===== config.mk =====
export PLATFORM = sky130hd
export DESIGN_NAME = mac_n_bit_pipelined
export DESIGN_NICKNAME = d
export VERILOG_FILES = /design/src/rtl/mac_n_bit_pipelined_pkg.sv /design/src/rtl/look_ahead_adder_n_bit.sv /design/src/rtl/mac_row_group.sv /design/src/rtl/single_bit_multiply.sv /design/src/rtl/mac_n_bit_pipelined.sv
export SDC_FILE = /design/constraint.sdc
export NUM_CORES = 1
export LEC_CHECK = 0
export CAP_MARGIN = 10
export CORE_ASPECT_RATIO = 0.8
export CORE_MARGIN = 2
export CORE_UTILIZATION = 40
export DETAILED_ROUTE_END_ITERATION = 8
export SYNTH_ARGS = -nofsm -noshare
export SYNTH_HDL_FRONTEND = slang
export SYNTH_SLANG_ARGS = --single-unit
export TNS_END_PERCENT = 30

===== constraint.sdc =====
create_clock -name clk -period 11.6 [get_ports clk]
set_input_delay 1.16 -clock clk [delete_from_list [all_inputs] [get_ports clk]]
set_output_delay 1.16 -clock clk [all_outputs]
set_load 0.01 [all_outputs]

===== src/rtl/mac_n_bit_pipelined_pkg.sv =====
// Shared sizing helpers and constants for the pipelined multiply-accumulate unit.
// Latency: n/a (compile-time functions only).
// Backpressure: n/a.
package mac_n_bit_pipelined_pkg;

    // Full-width product of an n-bit by m-bit multiply.
    function automatic int prod_width(input int n, input int m);
        return n + m;
    endfunction

    // Rows handled by every row group except possibly the last.
    function automatic int rows_per_stage(input int rows, input int stages);
        return (rows + stages - 1) / stages;
    endfunction

    // First row of group g; clamped so trailing groups may be empty.
    function automatic int group_lo(input int rows, input int stages, input int g);
        int lo;
        lo = g * rows_per_stage(rows, stages);
        return (lo > rows) ? rows : lo;
    endfunction

    // One past the last row of group g.
    function automatic int group_hi(input int rows, input int stages, input int g);
        int hi;
        hi = (g + 1) * rows_per_stage(rows, stages);
        return (hi > rows) ? rows : hi;
    endfunction

    // Baugh-Wooley correction: 2^(n-1) + 2^(m-1) + 2^(n+m-1), taken modulo the
    // product width by the caller. Added, not OR-ed, because n may equal m.
    function automatic logic [63:0] bw_correction(input int n, input int m);
        return (64'h1 << (n - 1)) + (64'h1 << (m - 1)) + (64'h1 << (n + m - 1));
    endfunction

    // Saturation limits for a w-bit accumulator; caller truncates to w bits.
    function automatic logic [63:0] sat_max(input int w, input logic is_signed);
        return is_signed ? (64'hFFFF_FFFF_FFFF_FFFF >> (65 - w))
                         : (64'hFFFF_FFFF_FFFF_FFFF >> (64 - w));
    endfunction

    function automatic logic [63:0] sat_min(input int w, input logic is_signed);
        return is_signed ? (64'h1 << (w - 1)) : 64'h0;
    endfunction

endpackage


===== src/rtl/look_ahead_adder_n_bit.sv =====
// WIDTH-bit adder built from generate/propagate terms; carry-out is dropped,
// callers widen the operands by one bit when they need it.
// Latency: combinational. Backpressure: none.
// Ports: a, b addends; sum result modulo 2^WIDTH.
module look_ahead_adder_n_bit #(
    parameter int WIDTH = 8
) (
    input  logic [WIDTH-1:0] a,
    input  logic [WIDTH-1:0] b,
    output logic [WIDTH-1:0] sum
);
    logic [WIDTH-1:0] gen;
    logic [WIDTH-1:0] prop;
    logic             carry;

    assign gen  = a & b;
    assign prop = a ^ b;

    always_comb begin
        carry = 1'b0;
        sum   = '0;
        for (int i = 0; i < WIDTH; i++) begin
            sum[i] = prop[i] ^ carry;
            carry  = gen[i] | (prop[i] & carry);
        end
    end
endmodule


===== src/rtl/mac_row_group.sv =====
// Adds partial-product rows LO..LO+ROWS-1 into a carried partial sum, with
// Baugh-Wooley inversion of the sign-row / sign-column cross terms.
// Latency: combinational. Backpressure: none.
// Ports: a full multiplier; b_rows the multiplicand bits for this group's rows;
//        signed_mode; sum_in carried partial sum; sum_out updated partial sum.
module mac_row_group #(
    parameter int N    = 4,
    parameter int M    = 4,
    parameter int P    = 8,
    parameter int LO   = 0,
    parameter int ROWS = 1
) (
    input  logic [N-1:0]    a,
    input  logic [ROWS-1:0] b_rows,
    input  logic            signed_mode,
    input  logic [P-1:0]    sum_in,
    output logic [P-1:0]    sum_out
);
    logic [P-1:0] chain [ROWS+1];

    assign chain[0] = sum_in;

    for (genvar r = 0; r < ROWS; r++) begin : g_row
        localparam int J = LO + r;
        logic [N-1:0] and_bits;
        logic [N-1:0] row_bits;
        logic [P-1:0] row_vec;

        for (genvar i = 0; i < N; i++) begin : g_bit
            // Exactly one of the two operand sign bits takes part in this term.
            localparam bit CROSS = (i == N - 1) != (J == M - 1);
            single_bit_multiply u_pp (
                .a (a[i]),
                .b (b_rows[r]),
                .p (and_bits[i])
            );
            assign row_bits[i] = and_bits[i] ^ (signed_mode & CROSS);
        end

        assign row_vec = P'(row_bits) << J;

        look_ahead_adder_n_bit #(.WIDTH(P)) u_add (
            .a   (chain[r]),
            .b   (row_vec),
            .sum (chain[r+1])
        );
    end

    assign sum_out = chain[ROWS];
endmodule


===== src/rtl/single_bit_multiply.sv =====
// One partial-product bit: a AND b.
// Latency: combinational.
// Backpressure: none.
// Ports: a, b operand bits; p product bit.
module single_bit_multiply (
    input  logic a,
    input  logic b,
    output logic p
);
    assign p = a & b;
endmodule


===== src/rtl/mac_n_bit_pipelined.sv =====
// Pipelined multiply-accumulate: signed (Baugh-Wooley) or unsigned product per op,
// folded into a wide accumulator with optional saturation and sticky overflow.
// Latency: STAGES+1 cycles load -> load_out. Backpressure: none, one op per cycle.
// Ports: clk, reset (sync, active-high); multiplier, multiplicand, signed_mode,
//        acc_clear, load in; product, accumulator, overflow, load_out out.
module mac_n_bit_pipelined
    import mac_n_bit_pipelined_pkg::*;
#(
    parameter int MULTIPLIER_SIZE   = 4,
    parameter int MULTIPLICAND_SIZE = 4,
    parameter int STAGES            = 2,
    parameter int ACC_SIZE          = 16,
    parameter int SATURATE          = 1
) (
    input  logic                                       clk,
    input  logic                                       reset,
    input  logic [MULTIPLIER_SIZE-1:0]                 multiplier,
    input  logic [MULTIPLICAND_SIZE-1:0]               multiplicand,
    input  logic                                       signed_mode,
    input  logic                                       acc_clear,
    input  logic                                       load,
    output logic [MULTIPLIER_SIZE+MULTIPLICAND_SIZE-1:0] product,
    output logic [ACC_SIZE-1:0]                        accumulator,
    output logic                                       overflow,
    output logic                                       load_out
);
    localparam int N = MULTIPLIER_SIZE;
    localparam int M = MULTIPLICAND_SIZE;
    localparam int P = prod_width(N, M);

    localparam logic [P-1:0]        BW_CORR = P'(bw_correction(N, M));
    localparam logic [ACC_SIZE-1:0] U_MAX   = ACC_SIZE'(sat_max(ACC_SIZE, 1'b0));
    localparam logic [ACC_SIZE-1:0] S_MAX   = ACC_SIZE'(sat_max(ACC_SIZE, 1'b1));
    localparam logic [ACC_SIZE-1:0] S_MIN   = ACC_SIZE'(sat_min(ACC_SIZE, 1'b1));

    // Index 0 is the input register; index k+1 is the register after group k.
    // Operands are only needed up to the last group, hence STAGES entries.
    logic [N-1:0] a_q   [STAGES];
    logic [M-1:0] b_q   [STAGES];
    logic         sm_q  [STAGES+1];
    logic         clr_q [STAGES+1];
    logic         vld_q [STAGES+1];
    logic [P-1:0] sum_q [STAGES];

    logic [P-1:0] grp_in  [STAGES];
    logic [P-1:0] grp_out [STAGES];

    for (genvar s = 0; s < STAGES; s++) begin : g_stage
        localparam int LO = group_lo(M, STAGES, s);
        localparam int HI = group_hi(M, STAGES, s);

        // The correction constant seeds the very first partial sum in signed mode.
        if (s == 0) begin : g_first
            assign grp_in[s] = sm_q[0] ? BW_CORR : '0;
        end else begin : g_next
            assign grp_in[s] = sum_q[s-1];
        end

        // Trailing groups can be empty when rows don't divide evenly; they
        // still cost a register stage so latency stays STAGES+1.
        if (HI > LO) begin : g_rows
            mac_row_group #(
                .N    (N),
                .M    (M),
                .P    (P),
                .LO   (LO),
                .ROWS (HI - LO)
            ) u_row_group (
                .a           (a_q[s]),
                .b_rows      (b_q[s][HI-1:LO]),
                .signed_mode (sm_q[s]),
                .sum_in      (grp_in[s]),
                .sum_out     (grp_out[s])
            );
        end else begin : g_empty
            assign grp_out[s] = grp_in[s];
        end
    end

    always_ff @(posedge clk) begin
        if (reset) begin
            for (int k = 0; k <= STAGES; k++) begin
                vld_q[k] <= 1'b0;
            end
        end else begin
            vld_q[0] <= load;
            for (int k = 0; k < STAGES; k++) begin
                vld_q[k+1] <= vld_q[k];
            end
        end

        // Operands and their mode bits hold while load is low.
        if (load) begin
            a_q[0]   <= multiplier;
            b_q[0]   <= multiplicand;
            sm_q[0]  <= signed_mode;
            clr_q[0] <= acc_clear;
        end

        for (int k = 0; k < STAGES; k++) begin
            sum_q[k]   <= grp_out[k];
            sm_q[k+1]  <= sm_q[k];
            clr_q[k+1] <= clr_q[k];
        end
        for (int k = 0; k < STAGES - 1; k++) begin
            a_q[k+1] <= a_q[k];
            b_q[k+1] <= b_q[k];
        end
    end

    // Final stage: accumulate.
    logic [P-1:0]          result;
    logic                  fin_sm;
    logic                  fin_clr;
    logic [ACC_SIZE-1:0]   ext;
    logic [ACC_SIZE-1:0]   base;
    logic [ACC_SIZE:0]     acc_sum;
    logic                  add_ovf;
    logic [ACC_SIZE-1:0]   sat_val;
    logic [ACC_SIZE-1:0]   acc_next;

    assign result  = sum_q[STAGES-1];
    assign fin_sm  = sm_q[STAGES];
    assign fin_clr = clr_q[STAGES];
    assign ext     = fin_sm ? ACC_SIZE'($signed(result)) : ACC_SIZE'(result);
    assign base    = fin_clr ? '0 : accumulator;

    // One extra bit so the unsigned carry-out is visible.
    look_ahead_adder_n_bit #(.WIDTH(ACC_SIZE + 1)) u_acc_add (
        .a   ({1'b0, base}),
        .b   ({1'b0, ext}),
        .sum (acc_sum)
    );

    always_comb begin
        add_ovf  = 1'b0;
        sat_val  = U_MAX;
        acc_next = acc_sum[ACC_SIZE-1:0];
        if (fin_sm) begin
            // Signed overflow: like-signed addends producing a differently signed sum.
            add_ovf = (base[ACC_SIZE-1] == ext[ACC_SIZE-1]) &&
                      (acc_sum[ACC_SIZE-1] != base[ACC_SIZE-1]);
            sat_val = base[ACC_SIZE-1] ? S_MIN : S_MAX;
        end else begin
            add_ovf = acc_sum[ACC_SIZE];
        end
        if (add_ovf && (SATURATE != 0)) begin
            acc_next = sat_val;
        end
    end

    always_ff @(posedge clk) begin
        if (reset) begin
            product     <= '0;
            accumulator <= '0;
            overflow    <= 1'b0;
            load_out    <= 1'b0;
        end else begin
            load_out <= vld_q[STAGES];
            if (vld_q[STAGES]) begin
                product     <= result;
                accumulator <= acc_next;
                overflow    <= (fin_clr ? 1'b0 : overflow) | add_ovf;
            end
        end
    end

endmodule


==> results.md <==
- Post-synthesis xor/xnor area fraction: 2.59%
- Clk pwr share: about 36%
- Setup total negative slack: 0 ns
- Synth Area in Simple Gates: 13.0%
- Worst Path Arrival: ~8.3 ns
- Initial core utilization: 41.7%
- Clock sink count: 63
- Clock Skews: 0.00746 ns
- Slew margin rel.: 48.7%
- Worst path cell trace: nor2b_1 > ha_1 > fa_1 > fa_1 > fa_1 > fa_1 > fa_1 > fa_1 > fa_1 > fa_1 > fa_1 > fa_1 > fa_1 > fa_1 > fa_1 > fa_1 > inv_1 > fa_1 > inv_1 > a311o_1 > a21oi_1 > nor3_1
- Post-synth EDFFs: 10
- Fin. max-slew vios: 0
- Bufs and invs on worst path: 2
- Die H: roughly 78 microns
- Reg clk slew, reported paths: around 0.070 ns
- Seq/Total Area, Yosys: 50.4%
- Port Buffers: 38
- Synthesized area per cell: ~12 sq um
- Adder-Cell Fraction of Synth Area: 19.4%
- Cell family with the largest share of critical-path delay: adder cells
- Initial antenna violation count: 0
- Worst setup EP type: flip-flop
- Leak: approximately 1.4 nW
- CTS tree: done
- Remaining DRCs: 0
- TritonCTS buffer count: 9
- Width of the die: 95.9 microns
- GR Overflow Total: 0
- Drt first pass iters: 4
- Finished Core Util: 51.9%
- # resized after CTS: 0
- I/O Pins: 39
- Achievable Freq: 0.125 GHz
- Hold_buf cts: 0
- H-tree depth: 3
- Synth Area in Compound Gates: 7.13%
- Crit-path max FO: 17
- Cell Area, Synth: 2700 sq um
- Switching fraction of total power: 25.8%
- Mux contribution to synthesized area: roughly 3.4%
- Sequential power share: 48.7%
- CORE AREA: 6470 sq um
- CP dominant cell by count: fa_1
- Hpwl dp: 3.20 mm
- Syn-to-layout area delta: 24.3%
- Critical Path Stages: 22
- Post-CTS setup buffers: 0
- Cell at the slowest stage of the critical path: dfxtp_1
- Crit path time final: 8.03 ns
- Routed Antenna Nets: 0
- Synth top area share: 39.3%
- Combinational power share: 14.9%
- Hold Crit Depth: 0
- Fraction of registers with async set or reset after synthesis: 0%
- Worst slew pin tran: 0.767 ns
- Antenna Diode Count: 0
- First-pass GRT wire length: 7.58 mm
- Crit path kind: flip-flop to flip-flop
- Startpoint Class: flip-flop
- Routability Congestion: between 0.7 and 0.8
- Synth Net Count: between 200 and 300
- Worst min-delay path category: flip-flop to flip-flop
- Pwr/cell area: 163 nW/um^2
- Wirelength per Cell: 12.5 microns
- GRT Total Usage: between 10% and 20%
- Final wirelength: 4.36 mm
- RSZ-0062 raised after global routing: false
- Top FF cell, synth: dfxtp_1
- Critical path's largest stage delay: 0.65 ns
- #FFs+latches synth: 63
- Internal power: 0.407 mW
- Root Buffer: clkbuf_8
- Sw Pwr: 0.141 mW
- Cell row count: 26
- Via count: between 1500 and 2000
- Most frequent cells in the layout: 53 x dfxtp_1, 38 x clkdlybuf4s50_1, 23 x fa_1, 17 x nor2_1, 16 x inv_1
- CTS max path bufs: 2
- Fillers: 590
- Req. time, crit path: 11.84 ns
- Crit share post-route: 69.2%
- Vias in the first global route: 1611
- Count of cell types in the netlist: 30
- Cells after Synth: ~220
- Vias per cell: 4.63
- Endpoints failing hold: 0
- Syn. warnings: 0
- Layout cell share with drive strength beyond 1: 10.2%
- Endpoints failing setup: 0
- Maximum vdd drop: 99.2 uV
- DR iter-0 viols: 55
- Max-Cap Viols: 0
- Cell taking the most area after synthesis: dfxtp_1
- Worst R2R Path Depth: 22
- Largest net degree at the start of global routing: 28
- Largest family of logic cells by synthesized area: adder cells
- Net count, final: 300
- Clock Latency Late Sink: 0.33 ns
- Status: finished, final reports clean
- Synth area leaders: dfxtp_1 39%, fa_1 17%, edfxtp_1 11%, o221a_1 3.3%, nor2b_1 3.0%
- Die area: roughly 7400 sq um
- Commonest non-fill, non-tap cell in the layout: dfxtp_1
==> logic make-up (layout without fill, tap and decap cells) <==
logic type,count (synthesis),count (layout)
multiplexers,9,9
AND/OR/NAND/NOR,64,64
buffers and inverters,26,72
adder cells (fa/ha/maj),28,28
flip-flops,63,63
XOR/XNOR,8,8
AO/OA/AOI/OAI,20,20
==> state kept, by name, summed over array words and instances, names as in the netlist <==
signal / count
accumulator: 16
sm_q: 3
a_q: 8
overflow: 1
b_q: 6
clr_q: 3
product: 8
sum_q: 14
vld_q: 3
load_out: 1
==> through the flow <==
step                      power (mW)  cells  instance area [sq um]  setup WS (ns)  hold slack, ns
after CTS                      0.557    348                   3360           3.54           0.336
after global routing           0.585    348                   3360           3.06           0.343
after floorplan                0.326    218                   2700           4.16           0.310
final                          0.548    348                   3360           3.57           0.331
after global placement         0.355    332                   3150           3.75           0.310
after detailed placement       0.355    332                   3150           3.60           0.320
==> power groups by stage <==
stage | combinational [mW] | sequential, mW | clock, mW
after floorplan | 0.0599 | 0.266 | 0
after global placement | 0.0827 | 0.272 | 0
after detailed placement | 0.0829 | 0.273 | 0
after CTS | 0.0833 | 0.268 | 0.206
after global routing | 0.0978 | 0.270 | 0.217
final | 0.0819 | 0.267 | 0.199
==> cell usage after synthesis (2+ instances only) <==
cell	number
a21oi_1	6
dfxtp_1	53
edfxtp_1	10
clkbuf_1	4
nor2_1	17
xnor2_1	5
nand2_1	14
fa_1	23
nor2b_1	13
and2b_2	5
ha_1	5
o221a_1	8
a221oi_1	2
buf_2	3
and2_1	5
xor2_1	3
mux2i_1	8
o221a_4	2
nor3_1	6
inv_1	16
==> layer usage <==
metal  GRT usage (%)  vias to the layer above  share of wire (%)
met4            3.43                        0               0.41
met3            6.89                        2                5.7
met1            18.5                      767                 50
met5               0                        -                  0
li1                -                      796                  -
met2            19.5                       46                 44
==> area by class of cell <==
type,count,area [sq um],area share (%)
clock inverters,7,87.6,2.61
clock buffers,9,124,3.69
well taps,84,105,3.13
inverters,17,63.8,1.90
multi-input cells,129,1230,36.6
flip-flops and latches,63,1360,40.6
repair buffers,39,388,11.6
==> worst paths after layout <==
path | to | start | slack [ns]
max reg2reg | accumulator[14]$_SDFFE_PP0P_ | clr_q[0][2]$_DFF_P_ | 3.57
max | accumulator[14]$_SDFFE_PP0P_ | clr_q[0][2]$_DFF_P_ | 3.57
min | sum_q[0][8]$_DFF_P_ | sum_q[0][0]$_DFF_P_ | 0.33
min reg2reg | sum_q[0][8]$_DFF_P_ | sum_q[0][0]$_DFF_P_ | 0.33
Note: power is estimated with default switching activity, not from simulation.
